--- config.mk ---
export PLATFORM = sky130hd
export DESIGN_NAME = alsu_sequencer_flat
export DESIGN_NICKNAME = d
export VERILOG_FILES = /design/src/rtl/alsu_sequencer_if.sv /design/src/rtl/alsu_sequencer.sv /design/src/flat_wrapper.sv
export SDC_FILE = /design/constraint.sdc
export NUM_CORES = 1
export LEC_CHECK = 0
export CAP_MARGIN = 20
export CORE_ASPECT_RATIO = 0.7
export CORE_MARGIN = 2
export CORE_UTILIZATION = 38
export CTS_BUF_LIST = sky130_fd_sc_hd__clkbuf_8 sky130_fd_sc_hd__clkbuf_16
export DETAILED_ROUTE_END_ITERATION = 7
export PLACE_DENSITY = 0.76
export SLEW_MARGIN = 0
export SYNTH_ARGS = -nofsm -noshare
export SYNTH_HDL_FRONTEND = slang
export SYNTH_SLANG_ARGS = --single-unit
--- constraint.sdc ---
create_clock -name clk -period 1.79 [get_ports clk]
set_input_delay 0.4475 -clock clk [delete_from_list [all_inputs] [get_ports clk]]
set_output_delay 0.4475 -clock clk [all_outputs]
set_load 0.05 [all_outputs]
--- src/rtl/alsu_sequencer_if.sv ---
// Bundle of every handshake/bus signal around the ALSU sequencer.
//   cmd_*  : host -> sequencer command channel (valid/ready)
//   rsp_*  : sequencer -> host response channel (valid/ready)
//   alsu_* : sequencer -> ALSU control inputs, ALSU -> sequencer registered outputs
// Modports:
//   slave  : the sequencer itself
//   master : the environment (host side plus the ALSU)
interface alsu_sequencer_if #(
  parameter int REPEAT_W = 3
);
  logic                     cmd_valid;
  logic                     cmd_ready;
  logic [2:0]               cmd_opcode;
  logic [2:0]               cmd_a;
  logic [2:0]               cmd_b;
  logic [5:0]               cmd_flags;
  logic [REPEAT_W-1:0]      cmd_repeat;
  logic                     cmd_preload;
  logic [2**REPEAT_W-1:0]   cmd_serial;

  logic [2:0]               alsu_A;
  logic [2:0]               alsu_B;
  logic [2:0]               alsu_opcode;
  logic                     alsu_red_op_A;
  logic                     alsu_red_op_B;
  logic                     alsu_bypass_A;
  logic                     alsu_bypass_B;
  logic                     alsu_direction;
  logic                     alsu_cin;
  logic                     alsu_serial_in;
  logic [5:0]               alsu_out;
  logic [15:0]              alsu_leds;

  logic                     rsp_valid;
  logic                     rsp_ready;
  logic [5:0]               rsp_out;
  logic                     rsp_error;

  modport slave (
    input  cmd_valid, cmd_opcode, cmd_a, cmd_b, cmd_flags, cmd_repeat,
           cmd_preload, cmd_serial, alsu_out, alsu_leds, rsp_ready,
    output cmd_ready, alsu_A, alsu_B, alsu_opcode, alsu_red_op_A,
           alsu_red_op_B, alsu_bypass_A, alsu_bypass_B, alsu_direction,
           alsu_cin, alsu_serial_in, rsp_valid, rsp_out, rsp_error
  );

  modport master (
    output cmd_valid, cmd_opcode, cmd_a, cmd_b, cmd_flags, cmd_repeat,
           cmd_preload, cmd_serial, alsu_out, alsu_leds, rsp_ready,
    input  cmd_ready, alsu_A, alsu_B, alsu_opcode, alsu_red_op_A,
           alsu_red_op_B, alsu_bypass_A, alsu_bypass_B, alsu_direction,
           alsu_cin, alsu_serial_in, rsp_valid, rsp_out, rsp_error
  );
endinterface

--- src/rtl/alsu_sequencer.sv ---
// Command-side driver for the registered ALSU.
// Accepts one command, optionally preloads the ALSU output with cmd_a, issues
// the operation R+1 cycles (feeding serial_in one bit per cycle), collects the
// result and a sticky LED error flag, and returns them as one response.
// Ports:
//   clk   : system clock, rising edge
//   rst_n : asynchronous active-low reset
//   bus   : alsu_sequencer_if.slave (command, response and ALSU signals)
//
// state   | meaning
// --------+-----------------------------------------------------------
// S_IDLE  | cmd_ready high, ALSU driven idle, waiting for a command
// S_ISSUE | optional preload cycle, then R+1 op cycles
// S_WAIT  | ALSU result of last op cycle is registered; capture it
// S_RESP  | rsp_valid high, response held until rsp_ready
module alsu_sequencer #(
  parameter int REPEAT_W = 3
) (
  input  logic            clk,
  input  logic            rst_n,
  alsu_sequencer_if.slave bus
);
  localparam int SER_W = 2**REPEAT_W;

  typedef enum logic [1:0] {S_IDLE, S_ISSUE, S_WAIT, S_RESP} state_t;

  state_t              state, state_nxt;

  logic [2:0]          opcode_q, a_q, b_q;
  logic [5:0]          flags_q;
  logic [SER_W-1:0]    ser_q;
  logic [REPEAT_W-1:0] cnt_q;
  logic                pre_q;
  logic                err_q;
  logic [5:0]          out_q;
  logic                ready_q;
  logic                op_prev_q;

  logic                cmd_hs;
  logic                op_cycle;

  logic [2:0]          drv_A, drv_B, drv_opcode;
  logic [5:0]          drv_flags;
  logic                drv_serial;

  assign cmd_hs   = (state == S_IDLE) && bus.cmd_valid && ready_q;
  assign op_cycle = (state == S_ISSUE) && !pre_q;

  always_ff @(posedge clk or negedge rst_n) begin
    if (!rst_n) state <= S_IDLE;
    else        state <= state_nxt;
  end

  // Next state and ALSU drive. Anything other than an ISSUE cycle drives the
  // ALSU idle (AND of zeros), which also clears its output and LEDs.
  always_comb begin
    state_nxt  = state;
    drv_A      = 3'd0;
    drv_B      = 3'd0;
    drv_opcode = 3'd0;
    drv_flags  = 6'd0;
    drv_serial = 1'b0;
    case (state)
      S_IDLE: begin
        if (cmd_hs) state_nxt = S_ISSUE;
      end
      S_ISSUE: begin
        if (pre_q) begin
          drv_A        = a_q;
          drv_flags[3] = 1'b1;
        end else begin
          drv_A      = a_q;
          drv_B      = b_q;
          drv_opcode = opcode_q;
          drv_flags  = flags_q;
          drv_serial = ser_q[0];
          if (cnt_q == '0) state_nxt = S_WAIT;
        end
      end
      S_WAIT: begin
        state_nxt = S_RESP;
      end
      S_RESP: begin
        if (bus.rsp_ready) state_nxt = S_IDLE;
      end
      default: state_nxt = S_IDLE;
    endcase
  end

  always_ff @(posedge clk or negedge rst_n) begin
    if (!rst_n) begin
      opcode_q  <= 3'd0;
      a_q       <= 3'd0;
      b_q       <= 3'd0;
      flags_q   <= 6'd0;
      ser_q     <= '0;
      cnt_q     <= '0;
      pre_q     <= 1'b0;
      err_q     <= 1'b0;
      out_q     <= 6'd0;
      ready_q   <= 1'b0;
      op_prev_q <= 1'b0;
    end else begin
      ready_q   <= ((state == S_IDLE) && !cmd_hs) ||
                   ((state == S_RESP) && bus.rsp_ready);
      op_prev_q <= op_cycle;

      if (cmd_hs) begin
        opcode_q <= bus.cmd_opcode;
        a_q      <= bus.cmd_a;
        b_q      <= bus.cmd_b;
        flags_q  <= bus.cmd_flags;
        ser_q    <= bus.cmd_serial;
        cnt_q    <= bus.cmd_repeat;
        pre_q    <= bus.cmd_preload;
        err_q    <= 1'b0;
      end else if (op_prev_q && (bus.alsu_leds != 16'd0)) begin
        // LEDs toggle on back-to-back invalid cycles, so keep the flag sticky.
        err_q <= 1'b1;
      end

      if (state == S_ISSUE) begin
        if (pre_q) begin
          pre_q <= 1'b0;
        end else begin
          // Serial bits are consumed LSB first; counter stops at terminal 0.
          ser_q <= ser_q >> 1;
          if (cnt_q != '0) cnt_q <= cnt_q - 1'b1;
        end
      end

      if (state == S_WAIT) out_q <= bus.alsu_out;
    end
  end

  assign bus.cmd_ready      = ready_q;
  assign bus.rsp_valid      = (state == S_RESP);
  assign bus.rsp_out        = out_q;
  assign bus.rsp_error      = err_q;

  assign bus.alsu_A         = drv_A;
  assign bus.alsu_B         = drv_B;
  assign bus.alsu_opcode    = drv_opcode;
  assign bus.alsu_red_op_A  = drv_flags[5];
  assign bus.alsu_red_op_B  = drv_flags[4];
  assign bus.alsu_bypass_A  = drv_flags[3];
  assign bus.alsu_bypass_B  = drv_flags[2];
  assign bus.alsu_direction = drv_flags[1];
  assign bus.alsu_cin       = drv_flags[0];
  assign bus.alsu_serial_in = drv_serial;
endmodule

--- src/flat_wrapper.sv ---
// flat-port wrapper written by rule: the top's interface ports become plain ports
module alsu_sequencer_flat 
#(
  parameter int REPEAT_W = 3
)
  (clk, rst_n, bus_cmd_valid, bus_cmd_opcode, bus_cmd_a, bus_cmd_b, bus_cmd_flags, bus_cmd_repeat, bus_cmd_preload, bus_cmd_serial, bus_alsu_out, bus_alsu_leds, bus_rsp_ready, bus_cmd_ready, bus_alsu_A, bus_alsu_B, bus_alsu_opcode, bus_alsu_red_op_A, bus_alsu_red_op_B, bus_alsu_bypass_A, bus_alsu_bypass_B, bus_alsu_direction, bus_alsu_cin, bus_alsu_serial_in, bus_rsp_valid, bus_rsp_out, bus_rsp_error);
  alsu_sequencer_if #(.REPEAT_W(REPEAT_W)) bus_i ();
  input  logic clk;
  input  logic rst_n;
  input wire logic [$bits(bus_i.cmd_valid)-1:0] bus_cmd_valid;
  input wire logic [$bits(bus_i.cmd_opcode)-1:0] bus_cmd_opcode;
  input wire logic [$bits(bus_i.cmd_a)-1:0] bus_cmd_a;
  input wire logic [$bits(bus_i.cmd_b)-1:0] bus_cmd_b;
  input wire logic [$bits(bus_i.cmd_flags)-1:0] bus_cmd_flags;
  input wire logic [$bits(bus_i.cmd_repeat)-1:0] bus_cmd_repeat;
  input wire logic [$bits(bus_i.cmd_preload)-1:0] bus_cmd_preload;
  input wire logic [$bits(bus_i.cmd_serial)-1:0] bus_cmd_serial;
  input wire logic [$bits(bus_i.alsu_out)-1:0] bus_alsu_out;
  input wire logic [$bits(bus_i.alsu_leds)-1:0] bus_alsu_leds;
  input wire logic [$bits(bus_i.rsp_ready)-1:0] bus_rsp_ready;
  output wire logic [$bits(bus_i.cmd_ready)-1:0] bus_cmd_ready;
  output wire logic [$bits(bus_i.alsu_A)-1:0] bus_alsu_A;
  output wire logic [$bits(bus_i.alsu_B)-1:0] bus_alsu_B;
  output wire logic [$bits(bus_i.alsu_opcode)-1:0] bus_alsu_opcode;
  output wire logic [$bits(bus_i.alsu_red_op_A)-1:0] bus_alsu_red_op_A;
  output wire logic [$bits(bus_i.alsu_red_op_B)-1:0] bus_alsu_red_op_B;
  output wire logic [$bits(bus_i.alsu_bypass_A)-1:0] bus_alsu_bypass_A;
  output wire logic [$bits(bus_i.alsu_bypass_B)-1:0] bus_alsu_bypass_B;
  output wire logic [$bits(bus_i.alsu_direction)-1:0] bus_alsu_direction;
  output wire logic [$bits(bus_i.alsu_cin)-1:0] bus_alsu_cin;
  output wire logic [$bits(bus_i.alsu_serial_in)-1:0] bus_alsu_serial_in;
  output wire logic [$bits(bus_i.rsp_valid)-1:0] bus_rsp_valid;
  output wire logic [$bits(bus_i.rsp_out)-1:0] bus_rsp_out;
  output wire logic [$bits(bus_i.rsp_error)-1:0] bus_rsp_error;
  assign bus_i.cmd_valid = bus_cmd_valid;
  assign bus_i.cmd_opcode = bus_cmd_opcode;
  assign bus_i.cmd_a = bus_cmd_a;
  assign bus_i.cmd_b = bus_cmd_b;
  assign bus_i.cmd_flags = bus_cmd_flags;
  assign bus_i.cmd_repeat = bus_cmd_repeat;
  assign bus_i.cmd_preload = bus_cmd_preload;
  assign bus_i.cmd_serial = bus_cmd_serial;
  assign bus_i.alsu_out = bus_alsu_out;
  assign bus_i.alsu_leds = bus_alsu_leds;
  assign bus_i.rsp_ready = bus_rsp_ready;
  assign bus_cmd_ready = bus_i.cmd_ready;
  assign bus_alsu_A = bus_i.alsu_A;
  assign bus_alsu_B = bus_i.alsu_B;
  assign bus_alsu_opcode = bus_i.alsu_opcode;
  assign bus_alsu_red_op_A = bus_i.alsu_red_op_A;
  assign bus_alsu_red_op_B = bus_i.alsu_red_op_B;
  assign bus_alsu_bypass_A = bus_i.alsu_bypass_A;
  assign bus_alsu_bypass_B = bus_i.alsu_bypass_B;
  assign bus_alsu_direction = bus_i.alsu_direction;
  assign bus_alsu_cin = bus_i.alsu_cin;
  assign bus_alsu_serial_in = bus_i.alsu_serial_in;
  assign bus_rsp_valid = bus_i.rsp_valid;
  assign bus_rsp_out = bus_i.rsp_out;
  assign bus_rsp_error = bus_i.rsp_error;
  alsu_sequencer #(.REPEAT_W(REPEAT_W)) u_core (.clk(clk), .rst_n(rst_n), .bus(bus_i));
endmodule
==> impl_metrics.env, run 1 <==
export IMPL_status="complete, but fails checks"
export IMPL_violations="setup timing"
export IMPL_rows=20
export IMPL_postRouteAntennaNets=0
export IMPL_fp_dieH_microns=61.8
export IMPL_viasPerCell=4.76
export IMPL_critPathTopFamily="flip-flops"
export IMPL_synth_nets=245
export IMPL_grt_pass1_vias=1655
export IMPL_port_buffers=77
export IMPL_dp_cells=324
export IMPL_numCtsBuffers=5
export IMPL_gp_congestion=0.727
export IMPL_timing_final_crit_period_ps=1890
export IMPL_drc=0
export IMPL_num_io_pins=78
export IMPL_final_cells=339
export IMPL_cp_num_buf_inv=2
export IMPL_critPathMaxStageDelay_ps=400
export IMPL_drt_pass1_iter_count=5
export IMPL_wl_mm=4.78
export IMPL_async_flop_share=1.00
export IMPL_die_w_microns=86.6
export IMPL_vias=1615
export IMPL_endpoint_kind="primary output"
export IMPL_area_growth_pct=72.7
export IMPL_p_per_area_nw_per_um2=1630
export IMPL_detail_route_iter0_violations=69
export IMPL_crit_slowest_cell="dfrtp_1"
export IMPL_postLayoutCellArea_sq_um=3130
export IMPL_cp_required_ps=1340
export IMPL_crit_path_start_kind="flop"
export IMPL_fin_ws_ps=-97.9
export IMPL_antenna_cells=0
export IMPL_cp_arrival_ps=1440
export IMPL_grt_ovfl_total=0
export IMPL_syn_area_sq_um=1810
export IMPL_hold_viol=0
export IMPL_nets=343
export IMPL_synthDistinctLibCells=30
export IMPL_seq_area_frac_synth=0.524
export IMPL_crit_chain="inv_2 -> ha_4 -> and2b_4 -> and2_4 -> buf_12"
export IMPL_yosysWarnings=0
export IMPL_rsz0062_at_grt="yes"
export IMPL_grt_total_usage=0.199
export IMPL_synthFlopType="dfrtp_1"
export IMPL_maxSlewViolCount=0
export IMPL_max_slew_margin_rel=0.678
export IMPL_coreArea_sq_um=4450
export IMPL_tightestPinTransition_ps=482
export IMPL_clockBufferDepth=2
export IMPL_grt_start_max_net_pins=39
export IMPL_fmaxAchievable_mhz=530
export IMPL_ctsHoldBuffers=0
export IMPL_syn_inst=185
export IMPL_timing_hold_worst_class="input pin to async pin"
export IMPL_clock_skew_ps=1.75
export IMPL_period_share=1.05
export IMPL_ir_drop_mv=1.08
export IMPL_dpl_hpwl_mm=3.41
export IMPL_avgRoutedWirePerCell_microns=14.1
export IMPL_placed_area_sq_um=2930
export IMPL_initial_utilization=0.407
export IMPL_synth_edff_count=0
export IMPL_cts_htree_levels=2
export IMPL_max_cap_violations=0
export IMPL_grt_pass1_wl_mm=7.95
export IMPL_critPathMaxFanout=8
export IMPL_cellLeakagePower_nw=1.49
export IMPL_die_area_sq_um=5350
export IMPL_clk_pin_slew_ps=70
export IMPL_clock_sinks=38
export IMPL_antenna_found_initial=0
export IMPL_synth_seq_cells=38
export IMPL_fin_tns_setup_ps=-1220
export IMPL_final_setup_viol_count=18
export IMPL_drive_above_1_share=0.303
export IMPL_syn_area_per_cell_sq_um=9.81
export IMPL_crit_type="flop to primary output"
export IMPL_cts_tree="yes"
export IMPL_clk_latency_ps=290
export IMPL_clk_root_buffer_cell="clkbuf_8"
==> placed cells by master, fill, tap and decap left out, types with 2 or more instances in the layout <==
| cell type | count |
|---|---|
| and2_4 | 15 |
| ha_1 | 4 |
| and2b_4 | 2 |
| inv_2 | 3 |
| mux2i_1 | 11 |
| inv_1 | 4 |
| clkbuf_8 | 5 |
| buf_12 | 17 |
| o21ai_0 | 8 |
| buf_4 | 30 |
| nand2_1 | 60 |
| mux2_2 | 6 |
| nor4_1 | 4 |
| a21oi_1 | 2 |
| ha_4 | 2 |
| clkdlybuf4s50_1 | 51 |
| dfrtp_1 | 38 |
==> worst register-to-register path: stages, from the launching register on <==
cell and delay [ps]:
dfrtp_1 390, inv_2 80, ha_4 130, or3b_1 360, a222oi_1 400, mux2_1 380
==> report_power, final <==
| part | switching, mW | internal (mW) |
|---|---|---|
| sequential | 0.227 | 1.24 |
| clock | 0.297 | 0.405 |
| combinational | 1.53 | 1.41 |
==> final cells by class <==
type	count	area, sq um
fill	345	1320
timing repair buffer	100	1090
sequential	38	951
multi-input combinational	133	896
clock buffer	5	68.8
tap	55	68.8
clock inverter	3	37.5
inverter	5	18.8
==> worst paths after layout <==
path,endpoint,from,slack [ps],cells after the start
worst min-delay path,u_core.a_q[0],rst_n,190,2
min in group clk,u_core.b_q[2],u_core.b_q[2],480,2
worst max-delay path,bus_alsu_B[2],u_core.state[1],-100,5
max in group asynchronous,u_core.bus.rsp_error,rst_n,1260,2
worst max register to register,u_core.state[1],u_core.cnt_q[0],-70,5
worst min register to register,u_core.b_q[2],u_core.b_q[2],480,2
==> cell families after synthesis <==
group	synth area share
multiplexers	0.104
adder cells (fa/ha/maj)	0.0483
flip-flops	0.524
AO/OA/AOI/OAI	0.0648
buffers and inverters	0.0317
AND/OR/NAND/NOR	0.227
==> registers in the layout, summed over array words and instances, names as in the netlist <==
register and flops:
u_core.op_prev_q 1, u_core.a_q 3, u_core.ser_q 8, u_core.flags_q 6
u_core.bus.rsp_error 1, u_core.pre_q 1, u_core.opcode_q 3, u_core.cnt_q 3
u_core.bus.rsp_out 6, u_core.state 2, u_core.bus.cmd_ready 1, u_core.b_q 3
==> routing by layer <==
layer	wire length, microns	GRT usage	vias to the layer above
met5	0	0	-
met4	53	0.0670	0
met3	390	0.0568	5
met2	2140	0.325	61
met1	2200	0.262	741
li1	-	-	808
==> through the flow <==
stage	hold WS, ps	utilization	worst slack, ps	power, mW
final	194	0.703	-97.9	5.11
after global routing	240	0.703	-168	5.43
after CTS	210	0.696	-121	5.08
after detailed placement	459	0.658	-149	4.19
after global placement	450	0.658	-109	4.12
after floorplan	152	-	-41.1	3.07
==> Yosys cell counts (2+ instances only) <==
cell	instances	share of area
nand2_1	60	0.12
dfrtp_1	38	0.52
and2_1	15	0.052
mux2i_1	11	0.061
clkbuf_1	9	0.019
o21ai_0	8	0.022
ha_1	7	0.048
mux2_2	6	0.037
inv_1	5	0.010
nor4_1	4	0.014
a21oi_1	2	0.0055
and3_1	2	0.0069
==> repair_timing <==
action,in CTS,in global routing
gates cloned,1,0
gates resized for setup,10,5
setup endpoints to repair,18,38
pin swaps,5,9
buffers inserted,4,2
(Power assumes the default switching activity.)
==> inputs of run 2 (changes only) <==
CORE_UTILIZATION = 25   (was 38)
PLACE_DENSITY = default   (was 0.76)
==> impl_metrics.env, run 2 (synthesis gave the netlist of run 1 again) <==
export IMPL_status="complete, but fails checks"
export IMPL_violations="setup timing"
export IMPL_die_w_microns=106
export IMPL_largest_reg_flops=8
export IMPL_r2r_setup_slack_ps=-30
export IMPL_fillers=686
export IMPL_cts_htree_levels=2
export IMPL_timing_hold_worst_class="input pin to async pin"
export IMPL_cp_arrival_ps=1430
export IMPL_crit_path_start_kind="flop"
export IMPL_antenna_cells=0
export IMPL_layout_commonest_cell="nand2_1"
export IMPL_rows=25
export IMPL_drt_pass1_iter_count=4
export IMPL_viasPerCell=4.23
export IMPL_grt_pass1_vias=1723
export IMPL_coreArea_sq_um=6880
export IMPL_clk_latency_ps=290
export IMPL_internal_power_mw=3.07
export IMPL_num_io_pins=78
export IMPL_finish_utilization=0.465
export IMPL_dpl_hpwl_mm=3.31
export IMPL_crit_path_start="u_core.state[1]"
export IMPL_critPathMaxFanout=8
export IMPL_hold_viol=0
export IMPL_postRouteAntennaNets=0
export IMPL_hold_slack_ps=201
export IMPL_reg2regPathDepth=5
export IMPL_p_clk_frac=0.136
export IMPL_grt_pass1_wl_mm=8.36
export IMPL_drive_above_1_share=0.311
export IMPL_vias=1595
export IMPL_cp_required_ps=1340
export IMPL_max_cap_violations=0
export IMPL_p_per_area_nw_per_um2=1590
export IMPL_seqPwrFrac=0.284
export IMPL_drc=0
export IMPL_clk_root_buffer_cell="clkbuf_8"
export IMPL_port_buffers=77
export IMPL_clk_pin_slew_ps=80
export IMPL_grt_start_max_net_pins=39
export IMPL_r2r_start="u_core.cnt_q[0]"
export IMPL_cellLeakagePower_nw=1.50
export IMPL_p_total_mw=5.10
export IMPL_ir_drop_mv=0.927
export IMPL_fp_dieH_microns=75.3
export IMPL_avgRoutedWirePerCell_microns=12.6
export IMPL_grt_total_usage=0.135
export IMPL_endpoint_kind="primary output"
export IMPL_clock_skew_ps=4.00
export IMPL_crit_type="flop to primary output"
export IMPL_clock_sinks=38
export IMPL_timing_final_crit_period_ps=1880
export IMPL_initial_utilization=0.264
export IMPL_rsz0062_at_grt="yes"
export IMPL_antenna_found_initial=0
export IMPL_cts_tree="yes"
export IMPL_fmaxAchievable_mhz=533
export IMPL_p_switching_mw=2.02
export IMPL_fin_ws_ps=-85.5
export IMPL_gp_congestion=0.742
export IMPL_sw_frac_of_total=0.397
export IMPL_dp_cells=359
export IMPL_setup_worst_path_end="bus_alsu_serial_in"
export IMPL_max_slew_margin_rel=0.668
export IMPL_die_area_sq_um=7970
export IMPL_top_register="u_core.ser_q"
export IMPL_clockBufferDepth=2
export IMPL_wl_mm=4.77
export IMPL_maxSlewViolCount=0
export IMPL_worst_r2r_endpoint="u_core.state[1]"
export IMPL_grt_ovfl_total=0
export IMPL_detail_route_iter0_violations=57
export IMPL_final_cells=377
export IMPL_period_share=1.05
export IMPL_nets=342
export IMPL_tightestPinTransition_ps=499
export IMPL_combPwrFrac=0.580
export IMPL_fin_tns_setup_ps=-881
export IMPL_numCtsBuffers=5
export IMPL_final_setup_viol_count=17
export IMPL_layout_common_cells="60 x nand2_1, 51 x clkdlybuf4s50_1, 38 x dfrtp_1, 28 x buf_4, 19 x buf_12"
export IMPL_area_growth_pct=76.3
[run 2: critical path, stage by stage, from the launching register on]
cell     delay (ps)
dfrtp_1         390
inv_2            80
ha_4            150
and2b_4         220
and2_4          170
buf_12          130
[run 2: cell type report]
cell class / count / area, sq um / share of cell area
timing repair buffer: 99 / 1110 / 0.346
sequential: 38 / 951 / 0.297
multi-input combinational: 133 / 896 / 0.280
tap: 94 / 118 / 0.0368
clock buffer: 8 / 110 / 0.0344
inverter: 5 / 18.8 / 0.00587
[run 2: layer usage]
| layer | global-route usage | share of wire |
|---|---|---|
| met1 | 0.183 | 0.50 |
| met2 | 0.218 | 0.43 |
| met3 | 0.0364 | 0.055 |
| met4 | 0.0307 | 0.0057 |
| met5 | 0 | 0 |
[run 2: worst min-delay path by stage]
| stage | start | to | slack, ps | cells past startpoint |
|---|---|---|---|---|
| 2_1_floorplan | rst_n | u_core.a_q[0] | 150 | 0 |
| 3_3_place_gp | u_core.a_q[1] | u_core.a_q[1] | 450 | 2 |
| 3_5_place_dp | u_core.a_q[1] | u_core.a_q[1] | 460 | 2 |
| 4_1_cts | rst_n | u_core.flags_q[0] | 230 | 2 |
| 5_1_grt | rst_n | u_core.flags_q[0] | 240 | 2 |
| 6_report | rst_n | u_core.flags_q[0] | 200 | 2 |
[run 2: timing repair]
action                     CTS  global route
hold buffers                 0             0
setup endpoints to repair   18            23
setup buffers                7             2
resized for setup           11             4
pin swaps                    5             3
cloned                       1             0
[run 2: power by group through the flow]
stage,combinational (mW),sequential (mW),clock (mW)
after global placement,2.67,1.45,0
final,2.95,1.45,0.692
after CTS,2.93,1.45,0.716
after detailed placement,2.71,1.46,0
after floorplan,1.34,1.73,0
after global routing,3.21,1.51,0.755
[run 2: metrics by stage]
stage,cell area [sq um],setup slack [ps]
floorplan,1870,-41.1
global placement,2970,-122
detailed placement,2970,-168
CTS,3170,-109
global route,3200,-182
finish,3200,-85.5
==> inputs of run 3 (changes only) <==
TNS_END_PERCENT = 5   (was default)
==> impl_metrics.env, run 3 (synthesis gave the netlist of run 1 again) <==
export IMPL_status="complete, but fails checks"
export IMPL_violations="setup timing"
export IMPL_crit_type="flop to flop"
export IMPL_endpoint_kind="flop"
export IMPL_cp_required_ps=1960
export IMPL_cp_arrival_ps=2070
export IMPL_final_cells=375
export IMPL_drc=0
export IMPL_drive_above_1_share=0.295
export IMPL_max_cap_violations=0
export IMPL_hold_viol=0
export IMPL_p_switching_mw=2.03
export IMPL_viasPerCell=4.25
export IMPL_timing_hold_worst_class="input pin to async pin"
export IMPL_dp_cells=361
export IMPL_initial_utilization=0.264
export IMPL_tightestPinTransition_ps=417
export IMPL_avgRoutedWirePerCell_microns=12.9
export IMPL_final_setup_viol_count=18
export IMPL_postRouteAntennaNets=0
export IMPL_clk_latency_ps=290
export IMPL_nets=340
export IMPL_grt_pass1_vias=1683
export IMPL_internal_power_mw=2.97
export IMPL_wl_mm=4.84
export IMPL_antenna_found_initial=0
export IMPL_largest_reg_flops=8
export IMPL_cts_tree="yes"
export IMPL_max_slew_margin_rel=0.722
export IMPL_sw_frac_of_total=0.406
export IMPL_timing_final_crit_period_ps=1900
export IMPL_clock_sinks=38
export IMPL_clk_pin_slew_ps=70
export IMPL_die_w_microns=106
export IMPL_area_growth_pct=75.1
export IMPL_clk_root_buffer_cell="clkbuf_8"
export IMPL_placed_area_sq_um=3000
export IMPL_fp_dieH_microns=75.3
export IMPL_numCtsBuffers=5
export IMPL_layout_commonest_cell="nand2_1"
export IMPL_seqPwrFrac=0.292
export IMPL_antenna_cells=0
export IMPL_combPwrFrac=0.587
export IMPL_clockBufferDepth=2
export IMPL_top_register="u_core.ser_q"
export IMPL_vias=1593
export IMPL_dpl_hpwl_mm=3.43
export IMPL_fin_ws_ps=-105
export IMPL_rsz0062_at_grt="yes"
export IMPL_layout_common_cells="60 x nand2_1, 51 x clkdlybuf4s50_1, 38 x dfrtp_1, 25 x buf_4, 20 x buf_12"
export IMPL_grt_pass1_wl_mm=8.39
export IMPL_p_total_mw=5.00
export IMPL_fmaxAchievable_mhz=528
export IMPL_gp_congestion=0.791
export IMPL_maxSlewViolCount=0
export IMPL_coreArea_sq_um=6880
export IMPL_grt_start_max_net_pins=29
export IMPL_grt_ovfl_total=0
export IMPL_ir_drop_mv=0.843
export IMPL_clock_skew_ps=2.36
export IMPL_critPathMaxFanout=2
export IMPL_p_clk_frac=0.121
export IMPL_cts_htree_levels=2
export IMPL_crit_path_start_kind="flop"
export IMPL_rows=25
export IMPL_period_share=1.06
export IMPL_drt_pass1_iter_count=5
export IMPL_num_io_pins=78
export IMPL_die_area_sq_um=7970
export IMPL_port_buffers=77
export IMPL_detail_route_iter0_violations=43
export IMPL_cellLeakagePower_nw=1.49
export IMPL_grt_total_usage=0.136
export IMPL_p_per_area_nw_per_um2=1570
export IMPL_postLayoutCellArea_sq_um=3180
[run 3: cell count changes in the layout (fill, tap and decap cells not counted), sizes merged]
cell and delta:
buf -2, clkbuf -2, clkinv +1, inv +1
[run 3: area by class of cell]
type	count	area (sq um)
fillers	674	3700
multi-input cells	133	895
well taps	94	118
inverters	5	18.8
clock inverters	2	8.76
repair buffers	97	1100
clock buffers	6	82.6
flip-flops and latches	38	951
[run 3: power by group through the flow]
stage               Clock, mW  Sequential (mW)  Combinational (mW)
floorplan                   0             1.73                1.34
global placement            0             1.45                2.70
detailed placement          0             1.46                2.74
CTS                     0.636             1.45                2.89
global route            0.674             1.52                3.18
finish                  0.604             1.46                2.93
[run 3: per-layer routing]
layer	track usage	wire length [microns]
met4	0.0307	21
met2	0.214	2130
met5	0	0
met1	0.189	2400
met3	0.0364	282
[run 3: worst max-delay path, cell delays in order (launching register included)]
cell and delay (ps):
dfrtp_1 400, inv_2 90, ha_4 130, or3b_4 380
a222oi_1 430, mux2_1 360
[run 3: metrics by stage]
step	utilization	TNS (ps)	setup slack (ps)	hold slack, ps
global route	0.462	-2720	-187	54.2
CTS	0.456	-1420	-110	49.6
finish	0.462	-1230	-105	47.6
global placement	0.436	-201	-130	361
detailed placement	0.436	-233	-142	359
floorplan	-	-85.7	-41.1	152
[run 3: timing repair]
item,in CTS,in global routing
resized for setup,8,6
hold endpoints to repair,0,0
cloned,1,0
pin swaps,4,5
buffers inserted,3,2
hold buffers,0,0
endpoints found under the setup margin,18,24
[run 3: path summary, 6_finish.rpt]
check	endpoint	startpoint	slack (ps)	cells past startpoint
worst max-delay path	u_core.state[1]	u_core.cnt_q[1]	-110	5
worst min-delay path	u_core.flags_q[1]	rst_n	50	1
worst max register to register	u_core.state[1]	u_core.cnt_q[1]	-110	5
worst min register to register	u_core.flags_q[2]	u_core.flags_q[2]	470	2
max in group asynchronous	u_core.flags_q[5]	rst_n	1290	2
min in group clk	u_core.flags_q[2]	u_core.flags_q[2]	470	2
